$ cat config.mk
export PLATFORM = sky130hd
export DESIGN_NAME = pipeline_hazard_ctrl
export DESIGN_NICKNAME = d
export VERILOG_FILES = /design/src/rtl/pipeline_hazard_ctrl_pkg.sv /design/src/rtl/pipeline_hazard_ctrl_branch_resolve.sv /design/src/rtl/pipeline_hazard_ctrl.sv
export SDC_FILE = /design/constraint.sdc
export NUM_CORES = 1
export LEC_CHECK = 0
export ABC_AREA = 1
export CORE_ASPECT_RATIO = 1.5
export CORE_MARGIN = 1
export CORE_UTILIZATION = 33
export DETAILED_ROUTE_END_ITERATION = 8
export GPL_ROUTABILITY_DRIVEN = 0
export HOLD_SLACK_MARGIN = 0.08
export PLACE_DENSITY = 0.8
export SYNTH_ARGS = -nofsm -noshare
export SYNTH_HDL_FRONTEND = slang
export SYNTH_HIERARCHICAL = 1
export SYNTH_SLANG_ARGS = --single-unit
export TNS_END_PERCENT = 20
$ cat constraint.sdc
create_clock -name clk -period 1.9 [get_ports clk]
set_clock_uncertainty 0.15 [all_clocks]
set_input_delay 0.38 -clock clk [delete_from_list [all_inputs] [get_ports clk]]
set_output_delay 0.38 -clock clk [all_outputs]
set_load 0.02 [all_outputs]
$ cat src/rtl/pipeline_hazard_ctrl_pkg.sv
// Shared definitions for the pipeline hazard/control unit.
// Contents:
//   - Instruction type codes, as seen on typeEX/typeMEM/typeWB. Code 0 is a bubble.
//   - Branch funct3 encodings, including BLTU/BGEU.
//   - The JALR opcode.
//   - The FSM state encodings HZ_RUN, HZ_LU_STALL and HZ_MEM_WAIT.
//   - Stall/flush vector index constants.
//   - Small type-classification helpers.
package pipeline_hazard_ctrl_pkg;

  localparam logic [2:0] R_TYPE = 3'd1;
  localparam logic [2:0] I_TYPE = 3'd2;
  localparam logic [2:0] S_TYPE = 3'd3;
  localparam logic [2:0] L_TYPE = 3'd4;
  localparam logic [2:0] B_TYPE = 3'd5;
  localparam logic [2:0] U_TYPE = 3'd6;
  localparam logic [2:0] J_TYPE = 3'd7;

  localparam logic [2:0] F3_BEQ  = 3'b000;
  localparam logic [2:0] F3_BNE  = 3'b001;
  localparam logic [2:0] F3_BLT  = 3'b100;
  localparam logic [2:0] F3_BGE  = 3'b101;
  localparam logic [2:0] F3_BLTU = 3'b110;
  localparam logic [2:0] F3_BGEU = 3'b111;

  localparam logic [6:0] OPC_JALR = 7'b1100111;

  typedef enum logic [1:0] {
    HZ_RUN      = 2'd0,
    HZ_LU_STALL = 2'd1,
    HZ_MEM_WAIT = 2'd2
  } hz_state_e;

  // Positions in the stall/flush vectors: bit0 = PC, bitk = pipeline register k
  localparam int IDX_PC    = 0;
  localparam int IDX_IFID  = 1;
  localparam int IDX_IDEX  = 2;
  localparam int IDX_EXMEM = 3;
  localparam int IDX_MEMWB = 4;

  function automatic logic is_mem_access(input logic [2:0] t);
    return (t == L_TYPE) || (t == S_TYPE);
  endfunction

  function automatic logic writes_rf(input logic [2:0] t);
    return (t == L_TYPE) || (t == R_TYPE) || (t == I_TYPE) ||
           (t == U_TYPE) || (t == J_TYPE);
  endfunction

endpackage

$ cat src/rtl/pipeline_hazard_ctrl_branch_resolve.sv
// Combinational branch/jump resolution for the instruction in EX.
// Ports:
//   type_ex      in   instruction type code in EX
//   funct3       in   branch condition select
//   opcode       in   full opcode; distinguishes JALR from JAL inside J_TYPE
//   zero_flag    in   ALU compare result: operands equal
//   lt_flag      in   ALU compare result: signed less-than
//   ltu_flag     in   ALU compare result: unsigned less-than
//   taken        out  a redirect is required
//   jalr_sel     out  the target comes from rs1+imm (JALR)
module pipeline_hazard_ctrl_branch_resolve
  import pipeline_hazard_ctrl_pkg::*;
(
  input  logic [2:0] type_ex,
  input  logic [2:0] funct3,
  input  logic [6:0] opcode,
  input  logic       zero_flag,
  input  logic       lt_flag,
  input  logic       ltu_flag,
  output logic       taken,
  output logic       jalr_sel
);

  always_comb begin
    taken    = 1'b0;
    jalr_sel = 1'b0;
    if (type_ex == B_TYPE) begin
      // funct3 010/011 are not branch encodings and never redirect
      case (funct3)
        F3_BEQ:  taken = zero_flag;
        F3_BNE:  taken = !zero_flag;
        F3_BLT:  taken = lt_flag;
        F3_BGE:  taken = !lt_flag;
        F3_BLTU: taken = ltu_flag;
        F3_BGEU: taken = !ltu_flag;
        default: taken = 1'b0;
      endcase
    end else if (type_ex == J_TYPE) begin
      taken    = 1'b1;
      jalr_sel = (opcode == OPC_JALR);
    end
  end

endmodule

$ cat src/rtl/pipeline_hazard_ctrl.sv
// Hazard/control unit for the 5-stage RV32I pipeline.
//
// Function:
//   - Resolves branches and jumps in EX.
//   - Inserts load-use bubbles.
//   - Holds the pipe while data memory is busy, with a watchdog that aborts
//     accesses that never complete.
//   - Drives the per-register stall/flush vectors and the RF/DMEM write strobes.
//
// Structure: outputs are combinational from the state and the inputs; the
// state, the bubble and wait counters, and the error flag are registered.
//
// Optional build macro PIPE_HAZARD_PERF_EN builds the performance counters.
// Without it, cnt_stall and cnt_flush are tied to 0.
//
// Ports:
//   clk, reset               rising-edge clock, synchronous active-high reset
//   typeEX, typeMEM, typeWB  instruction type codes per stage
//   funct3_EX, opcode_EX     branch condition select and opcode for EX
//   zero_flag, lt_flag, ltu_flag  ALU compare results
//   hz_load_use              ID source matches the rd of a load in EX
//   mem_busy                 DMEM not ready this cycle
//   stall[NUM_PREGS:0]       bit0 = PC, bitk = pipeline register k; 1 = hold
//   flush[NUM_PREGS:0]       bitk = 1 turns register k into a bubble on the next edge
//   pc_sel, jalr_sel         redirect the PC; take the target from rs1+imm
//   reg_we, mem_we           register-file write and data-memory write
//   load_sel                 WB mux select; 0 = load data
//   err_timeout              sticky watchdog abort flag
//   cnt_stall, cnt_flush     performance counters
module pipeline_hazard_ctrl
  import pipeline_hazard_ctrl_pkg::*;
#(
  parameter int NUM_PREGS   = 4,
  parameter int LU_BUBBLES  = 1,
  parameter int MEM_TIMEOUT = 64,
  parameter int CNT_W       = 32
) (
  input  logic                 clk,
  input  logic                 reset,
  input  logic [2:0]           typeEX,
  input  logic [2:0]           typeMEM,
  input  logic [2:0]           typeWB,
  input  logic [2:0]           funct3_EX,
  input  logic [6:0]           opcode_EX,
  input  logic                 zero_flag,
  input  logic                 lt_flag,
  input  logic                 ltu_flag,
  input  logic                 hz_load_use,
  input  logic                 mem_busy,
  output logic [NUM_PREGS:0]   stall,
  output logic [NUM_PREGS:0]   flush,
  output logic                 pc_sel,
  output logic                 jalr_sel,
  output logic                 reg_we,
  output logic                 mem_we,
  output logic                 load_sel,
  output logic                 err_timeout,
  output logic [CNT_W-1:0]     cnt_stall,
  output logic [CNT_W-1:0]     cnt_flush
);

  localparam int              WAIT_W    = $clog2(MEM_TIMEOUT) + 1;
  localparam logic [1:0]      LU_INIT   = 2'(LU_BUBBLES - 1);
  localparam logic [WAIT_W-1:0] WAIT_LAST = WAIT_W'(MEM_TIMEOUT - 1);

  hz_state_e         state, state_nxt;
  logic [1:0]        bub_cnt, bub_nxt;
  logic [WAIT_W-1:0] wait_cnt, wait_nxt;
  logic              err_q, err_set;
  logic              br_taken, br_jalr;
  logic              run_rules;
  logic [NUM_PREGS:0] stall_c, flush_c;
  logic              pc_sel_c, jalr_c;

  pipeline_hazard_ctrl_branch_resolve u_branch (
    .type_ex   (typeEX),
    .funct3    (funct3_EX),
    .opcode    (opcode_EX),
    .zero_flag (zero_flag),
    .lt_flag   (lt_flag),
    .ltu_flag  (ltu_flag),
    .taken     (br_taken),
    .jalr_sel  (br_jalr)
  );

  always_comb begin
    stall_c   = '0;
    flush_c   = '0;
    pc_sel_c  = 1'b0;
    jalr_c    = 1'b0;
    state_nxt = state;
    bub_nxt   = bub_cnt;
    wait_nxt  = wait_cnt;
    err_set   = 1'b0;
    run_rules = 1'b0;

    if (state == HZ_MEM_WAIT) begin
      if (mem_busy) begin
        // EX is frozen, so any redirect waits until memory completes
        stall_c[IDX_EXMEM:IDX_PC] = '1;
        flush_c[IDX_MEMWB]        = 1'b1;
        if (wait_cnt == WAIT_LAST) begin
          // Watchdog: drop the stuck access and resume
          flush_c[IDX_EXMEM] = 1'b1;
          err_set            = 1'b1;
          state_nxt          = HZ_RUN;
        end else begin
          wait_nxt = wait_cnt + WAIT_W'(1);
        end
      end else begin
        run_rules = 1'b1;
      end
    end else begin
      run_rules = 1'b1;
    end

    if (run_rules) begin
      if (mem_busy && is_mem_access(typeMEM)) begin
        stall_c[IDX_EXMEM:IDX_PC] = '1;
        flush_c[IDX_MEMWB]        = 1'b1;
        state_nxt                 = HZ_MEM_WAIT;
        // The entry cycle is the first cycle of the wait
        wait_nxt                  = WAIT_W'(1);
      end else if (br_taken) begin
        // A coincident load-use victim sits in ID and is flushed anyway
        pc_sel_c           = 1'b1;
        jalr_c             = br_jalr;
        flush_c[IDX_IFID]  = 1'b1;
        flush_c[IDX_IDEX]  = 1'b1;
        state_nxt          = HZ_RUN;
      end else if (state == HZ_LU_STALL) begin
        stall_c[IDX_IFID:IDX_PC] = '1;
        flush_c[IDX_IDEX]        = 1'b1;
        bub_nxt                  = bub_cnt - 2'd1;
        if (bub_cnt <= 2'd1) state_nxt = HZ_RUN;
      end else if (hz_load_use) begin
        stall_c[IDX_IFID:IDX_PC] = '1;
        flush_c[IDX_IDEX]        = 1'b1;
        bub_nxt                  = LU_INIT;
        state_nxt                = (LU_INIT != 2'd0) ? HZ_LU_STALL : HZ_RUN;
      end else begin
        state_nxt = HZ_RUN;
      end
    end

    if (reset) begin
      stall_c   = '0;
      flush_c   = '1;
      pc_sel_c  = 1'b0;
      jalr_c    = 1'b0;
      err_set   = 1'b0;
      state_nxt = HZ_RUN;
    end
  end

  assign stall       = stall_c;
  assign flush       = flush_c;
  assign pc_sel      = pc_sel_c;
  assign jalr_sel    = jalr_c;
  assign reg_we      = !reset && writes_rf(typeWB);
  assign mem_we      = !reset && (typeMEM == S_TYPE) && !flush_c[IDX_EXMEM];
  assign load_sel    = reset || (typeMEM != L_TYPE);
  assign err_timeout = err_q;

  always_ff @(posedge clk) begin
    if (reset) begin
      state    <= HZ_RUN;
      bub_cnt  <= '0;
      wait_cnt <= '0;
      err_q    <= 1'b0;
    end else begin
      state    <= state_nxt;
      bub_cnt  <= bub_nxt;
      wait_cnt <= wait_nxt;
      err_q    <= err_q | err_set;
    end
  end

`ifdef PIPE_HAZARD_PERF_EN
  logic [CNT_W-1:0] cnt_stall_q, cnt_flush_q;

  // Both counters wrap naturally at 2^CNT_W
  always_ff @(posedge clk) begin
    if (reset) begin
      cnt_stall_q <= '0;
      cnt_flush_q <= '0;
    end else begin
      if (stall_c[IDX_PC]) cnt_stall_q <= cnt_stall_q + CNT_W'(1);
      if (pc_sel_c)        cnt_flush_q <= cnt_flush_q + CNT_W'(1);
    end
  end

  assign cnt_stall = cnt_stall_q;
  assign cnt_flush = cnt_flush_q;
`else
  assign cnt_stall = '0;
  assign cnt_flush = '0;
`endif

endmodule

# Word level (Yosys, flattened, before mapping)
# Cells that the tools add are included.
word_totals:
  reg_bits: 12
  in_bits: 26
  output_inout_bits: 80
classes:
  n_addsub: 2
  n_lt_le_gt_ge: 1
  eq_ne: 19
  mux: 53
  bitwise_logic: 3
  n_reduce_logical: 18
op_table:
  columns: ["operator", "n"]
  rows:
  - ["$mux W2", 19]
  - ["$mux W7", 5]
  - ["$eq A3 B3 Y1 const B", 10]
  - ["$mux W1", 23]
  - ["$mux W4", 4]
  - ["$add A7 B1 Y7 const B", 1]
  - ["$eq A7 B6 Y1 const B", 1]
  - ["$eq A7 B7 Y1 const B", 1]
  - ["$eq A3 B1 Y1 const B", 2]
  - ["$eq A3 B2 Y1 const B", 2]
  - ["$logic_or A1 B1 Y1", 6]
  - ["$pmux W1 S6", 1]
  - ["$logic_not A1 Y1", 5]
  - ["$mux W5", 1]
  - ["$logic_and A1 B1 Y1", 4]
  - ["$reduce_and A4 Y1", 1]
  - ["$logic_not A3 Y1", 1]
  - ["$ne A3 B3 Y1 const B", 1]
  - ["$eq A2 B1 Y1 const B", 1]
  - ["$eq A2 B2 Y1 const B", 1]
  - ["$le A2 B1 Y1 const B", 1]
  - ["$not A1 Y1", 2]
  - ["$reduce_bool A2 Y1", 1]
  - ["$sub A2 B1 Y2 const B", 1]
  - ["$or A1 B1 Y1", 1]

# Depth between registers and ports, before layout
# Gate-level depths: netlist (run 1).
logic_depth:
  ltp_word: 9
  mapped_depth: 11
  depth_no_buf: 11

# Cells and area by module
# The synthesis (run 1) kept the hierarchy.
by_module_without_submodules:
  columns: ["module", "n_inst", "cells_each", "area_per_inst_um2", "seq_area_each_um2"]
  rows:
  - ["pipeline_hazard_ctrl", 1, 185, 1242.4, 240.2]
  - ["pipeline_hazard_ctrl_branch_resolve", 1, 21, 92.6, 0.0]

# Worst setup path after synthesis (run 1)
# Ideal clock, no wire load.
synth_timing:
  path_type: "flip-flop to output port"
  startpoint: "register wait_cnt[0]"
  endpoint: "output port mem_we"
  t_arrival_ps: 1479
  t_required_ps: 1370
  path_slack_ps: -109
  stages_incl_launch_ff: 7
  path_buffers: 0
  path_cell_list: "dfxtp_1 -> ha_1 -> nand3_1 -> inv_1 -> nand4_1 -> nand2_1 -> nor3_1"
synth_via:
  elab_chain_cells: 7
synth_rtl:
  columns: ["item", "line_no", "text"]
  rows:
  - ["from (decl)", "pipeline_hazard_ctrl.sv:68", "logic [WAIT_W-1:0] wait_cnt, wait_nxt;"]
  - ["from (signal assigned)", "pipeline_hazard_ctrl.sv:174", "wait_cnt <= wait_nxt;"]
  - ["$eq A7 B6 Y1", "pipeline_hazard_ctrl.sv:102", "if (wait_cnt == WAIT_LAST) begin"]
  - ["$mux W1", "pipeline_hazard_ctrl.sv:102", null]
  - ["$mux W2", "pipeline_hazard_ctrl.sv:98", "if (mem_busy) begin"]
  - ["$mux W2", "pipeline_hazard_ctrl.sv:97", "if (state == HZ_MEM_WAIT) begin"]
  - ["$mux W5", "pipeline_hazard_ctrl.sv:146", "if (reset) begin"]
  - ["via flush[3]", "pipeline_hazard_ctrl.sv:51", "output logic [NUM_PREGS:0] flush,"]
  - ["$logic_not A1 Y1", "pipeline_hazard_ctrl.sv:161", "assign mem_we = !reset && (typeMEM == S_TYPE) && !flush_c[IDX_EXMEM];"]
  - ["$logic_and A1 B1 Y1", "pipeline_hazard_ctrl.sv:161", null]
  - ["to (decl)", "pipeline_hazard_ctrl.sv:55", "output logic mem_we,"]
# The timed path passes the listed nets, and every way through them passes these cells.

# Worst setup path after layout (run 1)
layout_timing:
  startpoint: "input port funct3_EX[2]"
  endpoint: "output port stall[1]"
layout_via:
  elab_chain_cells: 7
  word_cells_on_any_way: 12
  cone_classes: "eq/ne: 5; mux: 6; reduce/logical: 1"
layout_rtl:
  columns: ["item", "line_no", "text"]
  rows:
  - ["from (decl)", "pipeline_hazard_ctrl.sv:43", "input logic [2:0] funct3_EX,"]
  - ["$eq A3 B3 Y1 (tied with other cells)", "pipeline_hazard_ctrl_branch_resolve.sv:29", "case (funct3)"]
  - ["$pmux W1 S6 (*)", "pipeline_hazard_ctrl_branch_resolve.sv:29", null]
  - ["$mux W1 (*)", "pipeline_hazard_ctrl_branch_resolve.sv:27", "if (type_ex == B_TYPE) begin"]
  - ["via br_taken", "pipeline_hazard_ctrl.sv:70", "logic br_taken, br_jalr;"]
  - ["$mux W2 (*)", "pipeline_hazard_ctrl.sv:124", "end else if (br_taken) begin"]
  - ["$mux W2 (*)", "pipeline_hazard_ctrl.sv:118", "if (mem_busy && is_mem_access(typeMEM)) begin"]
  - ["$mux W4 (*)", "pipeline_hazard_ctrl.sv:117", "if (run_rules) begin"]
  - ["$mux W4 (*)", "pipeline_hazard_ctrl.sv:146", null]
  - ["to (decl)", "pipeline_hazard_ctrl.sv:50", "output logic [NUM_PREGS:0] stall,"]
# Mark *: on every way through the listed nets, which the timed path passes. The rest lies on a longest branch.

==> summary.md, run 1 <==
| Metric | Value |
|---|---|
| Max Clk Rate | `506 MHz` |
| Vias in the first global route | `1177` |
| Port Buffers | `40` |
| Io pins | `106` |
| Number of synthesized register bits | `12` |
| Post-Syn Area | `0.00134 mm2` |
| YS warnings | `6` |
| 1st-pass router iterations | `4` |
| Post-DRT Antenna Nets | `0` |
| DIE AREA | `0.00431 mm2` |
| Final instance area | `0.00191 mm2` |
| Placement Cell Area | `0.00171 mm2` |
| CTS HTree Levels | `1` |
| # setup viols final | `5` |
| Max-cap violations | `0` |
| Final core occ | `48.7%` |
| WP data required | `1370 ps` |
| Max-slew violations | `0` |
| Top fanout value on the critical path | `3` |
| # fillers | `377` |
| PD cells | `478 mW/mm2` |
| Cell family with most CP delay | `simple AND/OR/NAND/NOR gates` |
| Final period util | `104%` |
| Avg Inst Size Synth | `6.48 um2` |
| Cell mode on critical path | `nand2_2` |
| DR vias/cell | `4.20` |
| Worst-Skew Late Latency | `240 ps` |
| M3 GR Usage | `3.05%` |
| Antenna violations before repair | `0` |
| Met1 Track Usage GR | `10.1%` |
| Clock slew at reported path FFs | `60 ps` |
| CP bufs+invs | `4` |
| Total GRT Usage | `14.5%` |
| Antenna cells | `0` |
| Setup WS post-layout | `-78.1 ps` |
| Violated checks | `negative setup slack` |
| CP Class | `in -> out` |
| GRT busiest layer | `met2` |
| Area of the core | `0.00392 mm2` |
| Rows | `28` |
| DR WL/cell | `10.4 um` |
| GR Layer Usage met2 | `29.9%` |
| Unrepaired setup endpoints after global routing | `yes` |
| CTS tree | `built` |
| Outcome | `complete, but fails checks` |
| CTS sink cnt | `12` |
| CP endpoint kind | `output port` |
| Synth-to-layout area growth | `43.1%` |
| Gr ovfl total | `0` |
| CTS Buf Count | `3` |
| Hold Crit Class | `reg -> reg` |
| Cts hold-fix bufs | `0` |
| Crit path arrival time | `1450 ps` |
| First-pass GRT wire length | `4550 um` |
| CTS Buffer Depth | `2` |
| Critical path launch point type | `primary input` |
| Final net count | `306` |
| Final Hold Fails | `0` |
| Clk root buf | `clkbuf_8` |
| Register area share after synthesis | `18.0%` |
| Syn Inst Count | `206` |
| Initial Util | `34.0%` |
| IR Drop Worst-Case VDD | `270 uV` |
| Fin crit period | `1980 ps` |
| Crit path largest cell delay | `200 ps` |
| Fraction of layout cells with a size suffix above 1 | `30.3%` |
| Crit path cell chain | `buf_8 -> inv_2 -> nand2_2 -> nand2_1 -> nand2_1 -> nand3_2 -> a21oi_4 -> buf_6 -> a21oi_4 -> nand2_2 -> nand2_2 -> buf_6` |
| Hpwl dp | `2410 um` |
| Drt total wl | `3360 um` |
| Largest net degree at the start of global routing | `8` |
| Via count | `1352` |
| Synth cell types | `23` |
| LEAKAGE | `0.00107 uW` |
| Remaining DRCs | `0` |
| Die Span X | `53.9 um` |
| Slowest cell on crit path | `a21oi_4` |
| DR iter-0 viols | `35` |
| Die Span Y | `79.9 um` |
metal layers:
metal,routed length [um],vias to the layer above
li1,-,649
met1,961,596
met2,1950,91
met3,315,16
met4,129,0
met5,0,-
state kept, by name (all words and copies together) (netlist names):
signal	count
bub_cnt	2
wait_cnt	7
err_timeout	1
state	2
timing repair:
action | in CTS | in global routing
gates resized for setup | 124 | 25
endpoints found under the setup margin | 16 | 12
setup buffers | 6 | 1
pin swaps | 21 | 10
worst paths after layout:
kind	start	end	slack, ps	cells after the start
max	funct3_EX[2]	stall[1]	-80	12
min	err_timeout	err_timeout	330	1
max reg2reg	state[0]	bub_cnt[1]	310	10
min reg2reg	err_timeout	err_timeout	330	1
worst reg2reg max path, cell delays in order (launching register included):
cell     delay [ps]
dfxtp_1         320
buf_4           120
nand2_1         120
a21oi_4         170
buf_4           130
buf_4            90
buf_4           100
nand3_1         120
nand2_1          80
inv_1            30
nor2_1          100
power by group:
group	switching (uW)	internal, uW
Combinational	237	126
Sequential	4.79	259
Clock	102	184
final cells by class:
| cell class | count | area [um2] | area share, % |
|---|---|---|---|
| Inverter | 26 | 98.8 | 5.17 |
| Tap cell | 45 | 56.3 | 2.95 |
| Sequential cell | 12 | 243 | 12.7 |
| Timing Repair Buffer | 71 | 617 | 32.3 |
| Multi-Input combinational cell | 164 | 841 | 44.0 |
| Clock buffer | 4 | 55.1 | 2.88 |
stage by stage:
stage	hold WS (ps)	power [uW]	TNS, ps	setup slack (ps)	cells
floorplan	311	575	-94.6	-94.6	270
global placement	313	598	-10750	-925	311
detailed placement	320	602	-11330	-972	311
CTS	333	904	-185	-80.7	321
global route	350	960	-682	-115	322
finish	328	913	-288	-78.1	322
cells in the final DEF (no fill, tap or decap), types with 2 or more instances in the layout:
master and instances:
conb_1 65, buf_4 36, nand2_1 27, inv_1 22, nor2_1 17, dfxtp_1 10, nand3_1 8, buf_6 8
dlygate4sd2_1 7, nand2_2 6, dlymetal6s2s_1 6, nor3_1 5, clkdlybuf4s50_1 5, nand3_2 4, nand4_1 4, a21oi_1 4
clkbuf_8 4, buf_2 4, inv_2 3, nor2_4 3, o21ai_0 3, clkdlybuf4s15_1 3, o21ai_1 2, a21oi_4 2
a21oi_2 2, dfxtp_2 2
synth_stat cells:
library cell,count,area [um2]
buf_4,68,510
nand4_1,4,25.0
nand3_2,1,10.0
conb_1,1,3.75
nor3b_1,1,7.51
ha_1,2,25.0
o21a_1,1,7.51
nand3_1,12,60.1
inv_1,25,93.8
dfxtp_1,12,240
clkinv_1,1,3.75
a21oi_2,1,8.76
xor2_1,1,8.76
o21ai_2,1,8.76
nand2_2,1,6.26
nor3_1,6,30.0
nor2_1,20,75.1
nor2_4,1,11.3
nand2_1,33,124
nand3b_1,1,7.51
a21oi_1,7,35.0
o211ai_1,1,7.51
o21ai_0,5,25.0
cells by family (layout without fill, tap and decap cells):
kind of cell | after synthesis | count (layout) | synth area share (%)
AOI/OAI and AO/OA | 16 | 16 | 6.94
xor gates and xnor gates | 1 | 1 | 0.656
other | 1 | 65 | 0.281
DFF | 12 | 12 | 18.0
adders and majority gates | 2 | 2 | 1.87
buffers and inverters | 94 | 101 | 45.5
and+or+nand+nor | 80 | 80 | 26.7
Note: power is estimated with default switching activity, not from simulation.
==> inputs of run 2 (changes only) <==
--- a/config.mk
+++ b/config.mk
@@ -8,11 +8,12 @@
 export ABC_AREA = 1
 export CORE_ASPECT_RATIO = 1.5
 export CORE_MARGIN = 1
-export CORE_UTILIZATION = 33
+export CORE_UTILIZATION = 63
 export DETAILED_ROUTE_END_ITERATION = 8
+export DONT_BUFFER_PORTS = 1
 export GPL_ROUTABILITY_DRIVEN = 0
 export HOLD_SLACK_MARGIN = 0.08
-export PLACE_DENSITY = 0.8
+export PLACE_DENSITY = 0.79
 export SYNTH_ARGS = -nofsm -noshare
 export SYNTH_HDL_FRONTEND = slang
 export SYNTH_HIERARCHICAL = 1
==> summary.md, run 2 (synthesis gave the netlist of run 1 again) <==
| Metric | Value |
|---|---|
| Cts hold-fix bufs | `0` |
| CTS Buf Count | `3` |
| Synth-to-layout area growth | `-1.03%` |
| Worst hold slack | `160 ps` |
| DR iter-0 viols | `25` |
| Critical path launch point type | `flip-flop` |
| Outcome | `complete, no violations` |
| Fraction of layout cells with a size suffix above 1 | `17.9%` |
| Area of the core | `0.00200 mm2` |
| IR Drop Worst-Case VDD | `407 uV` |
| Clock slew at reported path FFs | `70 ps` |
| Hold Crit Class | `in -> reg` |
| DR WL/cell | `8.84 um` |
| Max-slew violations | `0` |
| Fin crit period | `1900 ps` |
| Hpwl dp | `1800 um` |
| CP endpoint kind | `output port` |
| Most common library cell in the layout ignoring fill and taps | `conb_1` |
| CP Class | `reg -> out` |
| Remaining DRCs | `0` |
| Max-cap violations | `0` |
| Final period util | `99.9%` |
| Post-DRT Antenna Nets | `0` |
| Crit path arrival time | `1370 ps` |
| Final TNS setup | `0 ps` |
| Initial Util | `66.7%` |
| Drt total wl | `2170 um` |
| Worst-Skew Late Latency | `270 ps` |
| Die Span X | `39.6 um` |
| Vias in the first global route | `856` |
| Biggest registers after layout | `wait_cnt: 7 flops, bub_cnt: 2 flops, state: 2 flops` |
| Top fanout value on the critical path | `3` |
| Final Hold Fails | `0` |
| # setup viols final | `0` |
| Final instance area | `0.00132 mm2` |
| Via count | `1081` |
| CTS tree | `built` |
| Largest net degree at the start of global routing | `8` |
| Die Span Y | `58.4 um` |
| Total GRT Usage | `18.3%` |
| Most frequent cells in the layout | `conb_1, nand2_1, inv_1` |
| PD cells | `506 mW/mm2` |
| Clk root buf | `clkbuf_4` |
| 1st-pass router iterations | `4` |
| Io pins | `106` |
| First-pass GRT wire length | `3050 um` |
| CTS Buffer Depth | `2` |
| LEAKAGE | `0.000739 uW` |
| Largest Register | `wait_cnt` |
| Port Buffers | `0` |
| CTS sink cnt | `12` |
| Rows | `20` |
| Antenna violations before repair | `0` |
| Placement Cell Area | `0.00122 mm2` |
| CTS HTree Levels | `1` |
| DIE AREA | `0.00231 mm2` |
| Gr ovfl total | `0` |
| Unrepaired setup endpoints after global routing | `yes` |
| WP data required | `1370 ps` |
| Max Clk Rate | `527 MHz` |
| Max reg flops | `7` |
| Final net count | `254` |
| DR vias/cell | `4.39` |
| Antenna cells | `0` |
-- run 2: layer usage --
| metal | global-route usage (%) | up-vias | part of all wire, % |
|---|---|---|---|
| met3 | 2.64 | 5 | 8.3 |
| met1 | 16.4 | 469 | 32 |
| met2 | 36.5 | 62 | 58 |
| met5 | 0 | - | 0 |
| met4 | 7.39 | 0 | 1.4 |
| li1 | - | 545 | - |
-- run 2: worst paths after layout --
path	slack, ps	to	start	cells past startpoint
setup / recovery	2	mem_we	wait_cnt[1]	7
setup reg to reg	550	err_timeout	wait_cnt[1]	7
hold / removal	160	state[0]	reset	3
hold reg to reg	350	wait_cnt[6]	wait_cnt[6]	2
-- run 2: power breakdown --
group	total, uW	switching [uW]	internal (uW)
clock	153	79.9	73.4
sequential	264	4.76	259
combinational	251	194	57.4
-- run 2: through the flow --
stage | power [uW] | setup slack [ps] | utilization, % | cells
after floorplan | 575 | -94.6 | - | 270
after global placement | 507 | 55.8 | 61.1 | 239
after detailed placement | 509 | 43.3 | 61.1 | 239
after CTS | 662 | -4.03 | 64.0 | 244
after global routing | 706 | -65.3 | 66.0 | 246
final | 668 | 2.09 | 66.0 | 246
-- run 2: cell type report --
cell class              instances  area (um2)
fillers                       195         681
multi-input cells             164         773
clock buffers                   3        22.5
repair buffers                 19         155
well taps                      22        27.5
flip-flops and latches         12         245
inverters                      26        97.6
-- run 2: repair_timing --
item	in CTS	in global routing
buffers inserted	2	2
pin swaps	2	2
endpoints found under the setup margin	4	9
resized for setup	7	7
-- run 2: worst max-delay path, cell delays in order (launching register included) --
cell and delay (ps):
dfxtp_2 350, ha_4 150, nand3_4 80, inv_2 70, nand4_1 130, nand2_2 120, nor3_2 40, buf_4 150
==> inputs of run 3 (changes only) <==
--- a/config.mk
+++ b/config.mk
@@ -13,9 +13,8 @@
 export DONT_BUFFER_PORTS = 1
 export GPL_ROUTABILITY_DRIVEN = 0
 export HOLD_SLACK_MARGIN = 0.08
-export PLACE_DENSITY = 0.79
+export PLACE_DENSITY = 0.87
 export SYNTH_ARGS = -nofsm -noshare
 export SYNTH_HDL_FRONTEND = slang
-export SYNTH_HIERARCHICAL = 1
 export SYNTH_SLANG_ARGS = --single-unit
 export TNS_END_PERCENT = 20
==> summary.md, run 3 <==
| Metric | Value |
|---|---|
| Cell mode on critical path | `nand2_1` |
| Synth cell types | `28` |
| Total GRT Usage | `19.0%` |
| Max-slew violations | `0` |
| Most common library cell in the layout ignoring fill and taps | `conb_1` |
| Avg Inst Size Synth | `7.02 um2` |
| DR WL/cell | `9.61 um` |
| Gr ovfl total | `0` |
| Final period util | `99.2%` |
| PD cells | `527 mW/mm2` |
| Fin crit period | `1880 ps` |
| Final net count | `236` |
| Largest Register | `wait_cnt` |
| Initial Util | `67.5%` |
| Sequential Power Share | `40.0%` |
| Max-cap violations | `0` |
| Hold Crit Class | `in -> reg` |
| DR iter-0 viols | `35` |
| Antenna violations before repair | `0` |
| Overall power | `676 uW` |
| Post-Synth XOR/XNOR Area | `2.56%` |
| Syn Inst Count | `195` |
| Multiplexer share of the synthesized area | `0%` |
| CTS sink cnt | `12` |
| Register area share after synthesis | `17.6%` |
| Largest net degree at the start of global routing | `10` |
| Worst-Skew Late Latency | `280 ps` |
| Setup WS post-layout | `16.1 ps` |
| Vias in the first global route | `867` |
| Unrepaired setup endpoints after global routing | `yes` |
| Clock slew at reported path FFs | `80 ps` |
| CTS Buffer Depth | `2` |
| Crit path largest cell delay | `380 ps` |
| Die Span Y | `59.1 um` |
| Post-DRT Antenna Nets | `0` |
| Post-synthesis compound-gate area fraction | `6.86%` |
| Setup WS pre-CTS | `110 ps` |
| CTS Buf Count | `3` |
| Largest family of logic cells by synthesized area | `buffers and inverters` |
| YS warnings | `0` |
| Synth Area in Adders | `1.83%` |
| Pint | `384 uW` |
| Drt total wl | `2190 um` |
| Rows | `20` |
| First-pass GRT wire length | `3160 um` |
| Final TNS setup | `0 ps` |
| Post-Syn Area | `0.00137 mm2` |
| Remaining DRCs | `0` |
| Number of synthesized register bits | `12` |
| Synth-to-layout area growth | `-6.31%` |
| Final Hold Fails | `0` |
| Top cells by area, synth | `buf_4, dfxtp_1, nand2_1` |
| Worst hold slack | `213 ps` |
| Area of the core | `0.00203 mm2` |
| Switch share | `43.1%` |
| Combinational share of power | `36.4%` |
| Simple-gate share of the synthesized area | `27.9%` |
| Post-synth EDFFs | `0` |
| Clock power frac | `23.7%` |
| Most numerous cell in the Yosys netlist | `buf_4` |
| LEAKAGE | `0.000656 uW` |
| Critical path launch point type | `flip-flop` |
| Max reg flops | `7` |
| Via count | `1027` |
| DR vias/cell | `4.50` |
| Outcome | `complete, no violations` |
| Asr flop ratio synth | `0%` |
| CTS HTree Levels | `1` |
| Fraction of layout cells with a size suffix above 1 | `21.4%` |
| Biggest registers after layout | `wait_cnt: 7 flops, bub_cnt: 2 flops, state: 2 flops` |
| Crit path arrival time | `1350 ps` |
| IR Drop Worst-Case VDD | `357 uV` |
| CP Class | `reg -> out` |
| Dominant cell type by area after synthesis | `buf_4` |
| Io pins | `106` |
| Antenna cells | `0` |
| # setup viols final | `0` |
| WP data required | `1370 ps` |
| CTS tree | `built` |
| Final instance area | `0.00128 mm2` |
| Slowest cell on crit path | `dfxtp_4` |
| Placement Cell Area | `0.00121 mm2` |
| Port Buffers | `0` |
| Psw | `292 uW` |
| Hpwl dp | `1730 um` |
| CP endpoint kind | `output port` |
| Die Span X | `40.1 um` |
| Crit path cell chain | `ha_4 -> nand3_2 -> nor2_2 -> nand2_1 -> nand2_1 -> nor2_1 -> buf_4` |
| Post-synth top cells | `buf_4, nand2_1, nor2_1` |
| Top fanout value on the critical path | `3` |
| Most frequent cells in the layout | `conb_1, nand2_1, nor2_1` |
| Top cell type's share of synthesized area | `37.3%` |
| Primary FF master, synth | `dfxtp_1` |
| Clk root buf | `clkbuf_4` |
| DIE AREA | `0.00237 mm2` |
| Max Clk Rate | `531 MHz` |
| 1st-pass router iterations | `4` |
-- run 3: cell types whose count changed in the layout (fill, tap and decap cells not counted), sizes merged, moves of 2 or more --
cell / before / now
nand3: 13 / 9
xor2: 1 / 3
buf: 19 / 11
nand4: 4 / 2
inv: 25 / 20
nand2: 34 / 28
nor2: 21 / 24
nor4: 0 / 2
-- run 3: path summary, 6_finish.rpt --
| path | slack [ps] | end | start | cells past startpoint |
|---|---|---|---|---|
| max | 20 | mem_we | wait_cnt[0] | 7 |
| min | 210 | wait_cnt[5] | mem_busy | 3 |
| max reg2reg | 400 | wait_cnt[0] | wait_cnt[0] | 6 |
| min reg2reg | 340 | bub_cnt[1] | bub_cnt[1] | 2 |
-- run 3: per-stage QoR --
| step | util [%] | cells |
|---|---|---|
| 3_5_place_dp | 59.5 | 222 |
| 6_report | 63.3 | 228 |
| 4_1_cts | 62.0 | 227 |
| 5_1_grt | 63.3 | 228 |
| 3_3_place_gp | 59.5 | 222 |
| 2_1_floorplan | - | 259 |
-- run 3: power by group through the flow --
stage               logic, uW  registers (uW)  clock network (uW)
floorplan                 317             272                   0
global placement          231             273                   0
detailed placement        233             273                   0
CTS                       239             268                 157
global route              272             271                 175
finish                    246             270                 160
-- run 3: area by class of cell --
| class | instances | area (um2) |
|---|---|---|
| fill | 192 | 744 |
| multi-input combinational | 158 | 812 |
| clock buffer | 3 | 22.5 |
| tap | 22 | 27.5 |
| sequential | 12 | 246 |
| inverter | 21 | 81.3 |
| timing repair buffer | 12 | 92.6 |
-- run 3: per-layer routing --
layer	vias up	routed length (um)	global-route usage [%]
li1	502	-	-
met1	451	726	17.9
met2	69	1220	33.2
met3	5	196	3.38
met4	0	47	14.8
met5	-	0	0
-- run 3: timing repair --
| action | 4_1_cts | 5_1_grt |
|---|---|---|
| cloned | 0 | 0 |
| hold buffers | 1 | 0 |
| endpoints found under the setup margin | 6 | 6 |
| pin swaps | 2 | 5 |
| gates resized for setup | 6 | 5 |
| endpoints found under the hold margin | 3 | 0 |
| buffers inserted | 1 | 1 |
-- run 3: worst max-delay path: cells and delay by family (launching register included) --
family,cells,cell delay (ps)
buffers and inverters,1,150
flip-flops,1,380
AND/OR/NAND/NOR,5,400
adder cells (fa/ha/maj),1,150
-- run 3: cells by family after synthesis --
logic type	after synthesis
and+or+nand+nor	71
AOI/OAI and AO/OA	16
xor gates and xnor gates	4
buffers and inverters	89
other	1
DFF	12
adders and majority gates	2
==> RTL edit (config.mk and constraints of run 3) <==
The option `PIPE_HAZARD_PERF_EN` is turned on by a define.
--- a/src/rtl/pipeline_hazard_ctrl.sv
+++ b/src/rtl/pipeline_hazard_ctrl.sv
@@ -29,2 +29,4 @@
 //   cnt_stall, cnt_flush     performance counters
+`define PIPE_HAZARD_PERF_EN
+
 module pipeline_hazard_ctrl
Function: changed (a bounded check fails within 4 cycles, from zero or initial values and one cycle with reset high).
==> RTL edit against run 3 <==
The run now ends with negative hold slack, negative setup slack left; area after synthesis grew to 3.4 times the old value; critical path type unchanged; total power grew to 5.1 times the old value; critical path depth is 2 higher; sequential cell count is 64 higher; cell area grew to 4.4 times the old value; sequential power grew to 6.1 times the old value; worst setup slack worse by 0.22 ns; largest power group unchanged; routed wire length grew to 6.3 times the old value; critical endpoint unchanged.
==> RTL edit: results (changes against run 3) <==
----------------------------------------------------
[Run status]
  Failing checks ... negative hold slack, negative setup slack
  Result of the run ... finished, violations left (was finished clean)

[Layout]
  Clock network area share ... 0.0414 (was 0.0176)
  Final layout net count ... 861 (was 236)
  Number of clock-tree buffers in the layout ... 12 (was 3)
  Sequential portion of the cell area ... 0.270 (was 0.192)
  Layout buffer count excluding clock buffers ... 87 (was 12)

[Timing]
  Final Setup Violations ... 9 (was 0)
  Smallest setup slack after layout ... -0.208 ns (was 0.0161 ns)
  Final-layout worst hold slack ... -0.0712 ns (was 0.213 ns)
  Total Neg Setup Slack ... -0.847 ns (was 0 ns)
  Count of endpoints failing hold in the final timing report ... 40 (was 0)

[Routing]
  Avg WL per Cell ... 15.0 µm (was 9.61 µm)
  Total via count after detailed routing ... 5,261 (was 1,027)
  Wire length on met3 ... 1.01 mm (was 196 µm)
  Met1 WL ... 4.76 mm (was 726 µm)

[Placed design]
  DP Area ... 5170 µm² (was 1210 µm²)
  Placement-stage worst setup slack ... -0.0459 ns (was 0.110 ns)
  Post-DP HPWL ... 9.16 mm (was 1.73 mm)

[Setup path]
  Maximum net fanout on the critical path ... 2 (was 3)
  Critical path data arrival time ... 1.58 ns (was 1.35 ns)
  Maximum cell stage delay along the critical path ... 0.36 ns (was 0.38 ns)

[Yosys]
  Number of flip-flops and latches in the synthesized netlist ... 76 (was 12)
  Xor/xnor cell area share of the yosys netlist ... 0.0286 (was 0.0256)
  Post-synthesis compound-gate area fraction ... 0.0698 (was 0.0686)

[Clocking]
  Clock Latency Late Sink ... 0.37 ns (was 0.28 ns)
  Number of H-tree levels ... 3 (was 1)

[GRT]
  Met2 track demand over resource in global routing ... 0.652 (was 0.332)
  Global-route usage over all layers ... 0.347 (was 0.190)
  Met3 layer usage reported by global route ... 0.0900 (was 0.0338)
  GR Layer Usage met1 ... 0.333 (was 0.179)
  Maximum number of pins on one net before global-route repair ... 58 (was 10)

[Pwr]
  Leakage ... 0.00236 µW (was 0.000656 µW)

----------------------------------------------------
[RTL edit: timing repair]
| item | CTS | global route |
|---|---|---|
| setup buffers | 3 | 5 |
| endpoints found under the setup margin | 11 | 40 |
| gates resized for setup | 11 | 48 |
| endpoints found under the hold margin | 43 | 41 |
| pin swaps | 3 | 11 |
[RTL edit: worst register-to-register path, stage by stage (launching register included)]
cell                            delay, ns
sky130_fd_sc_hd__dfxtp_2             0.34
sky130_fd_sc_hd__inv_4               0.05
sky130_fd_sc_hd__nor2_4              0.13
sky130_fd_sc_hd__nor2_2              0.06
sky130_fd_sc_hd__nor2_1              0.19
sky130_fd_sc_hd__nand3_1             0.13
sky130_fd_sc_hd__a21oi_1             0.22
sky130_fd_sc_hd__dlygate4sd3_1       0.59
[RTL edit: worst paths after layout]
| check | to | slack (ns) | cells past startpoint |
|---|---|---|---|
| worst min-delay path | cnt_flush[11] | -0.07 | 1 |
| worst min register to register | wait_cnt[4] | 0.35 | 2 |
| worst max register to register | bub_cnt[0] | -0.01 | 7 |
| worst max-delay path | mem_we | -0.21 | 9 |
[RTL edit: stage by stage]
| step | cells | hold WS (ns) |
|---|---|---|
| global route | 914 | -0.0898 |
| finish | 914 | -0.0712 |
| global placement | 888 | 0.292 |
| detailed placement | 888 | 0.307 |
| CTS | 909 | -0.0823 |
| floorplan | 756 | 0.285 |
[RTL edit: report_power, final]
group          leakage [µW]  internal (µW)  total [µW]  switching, µW
clock network      0.000122            843        1460            616
registers          0.000617           1610        1640           22.9
logic               0.00162            125         357            232
[RTL edit: logic make-up after synthesis]
| family | count (synthesis) |
|---|---|
| other | 1 |
| XOR/XNOR | 15 |
| adder cells (fa/ha/maj) | 4 |
| buffers and inverters | 103 |
| flip-flops | 76 |
| AND/OR/NAND/NOR | 493 |
| AO/OA/AOI/OAI | 64 |
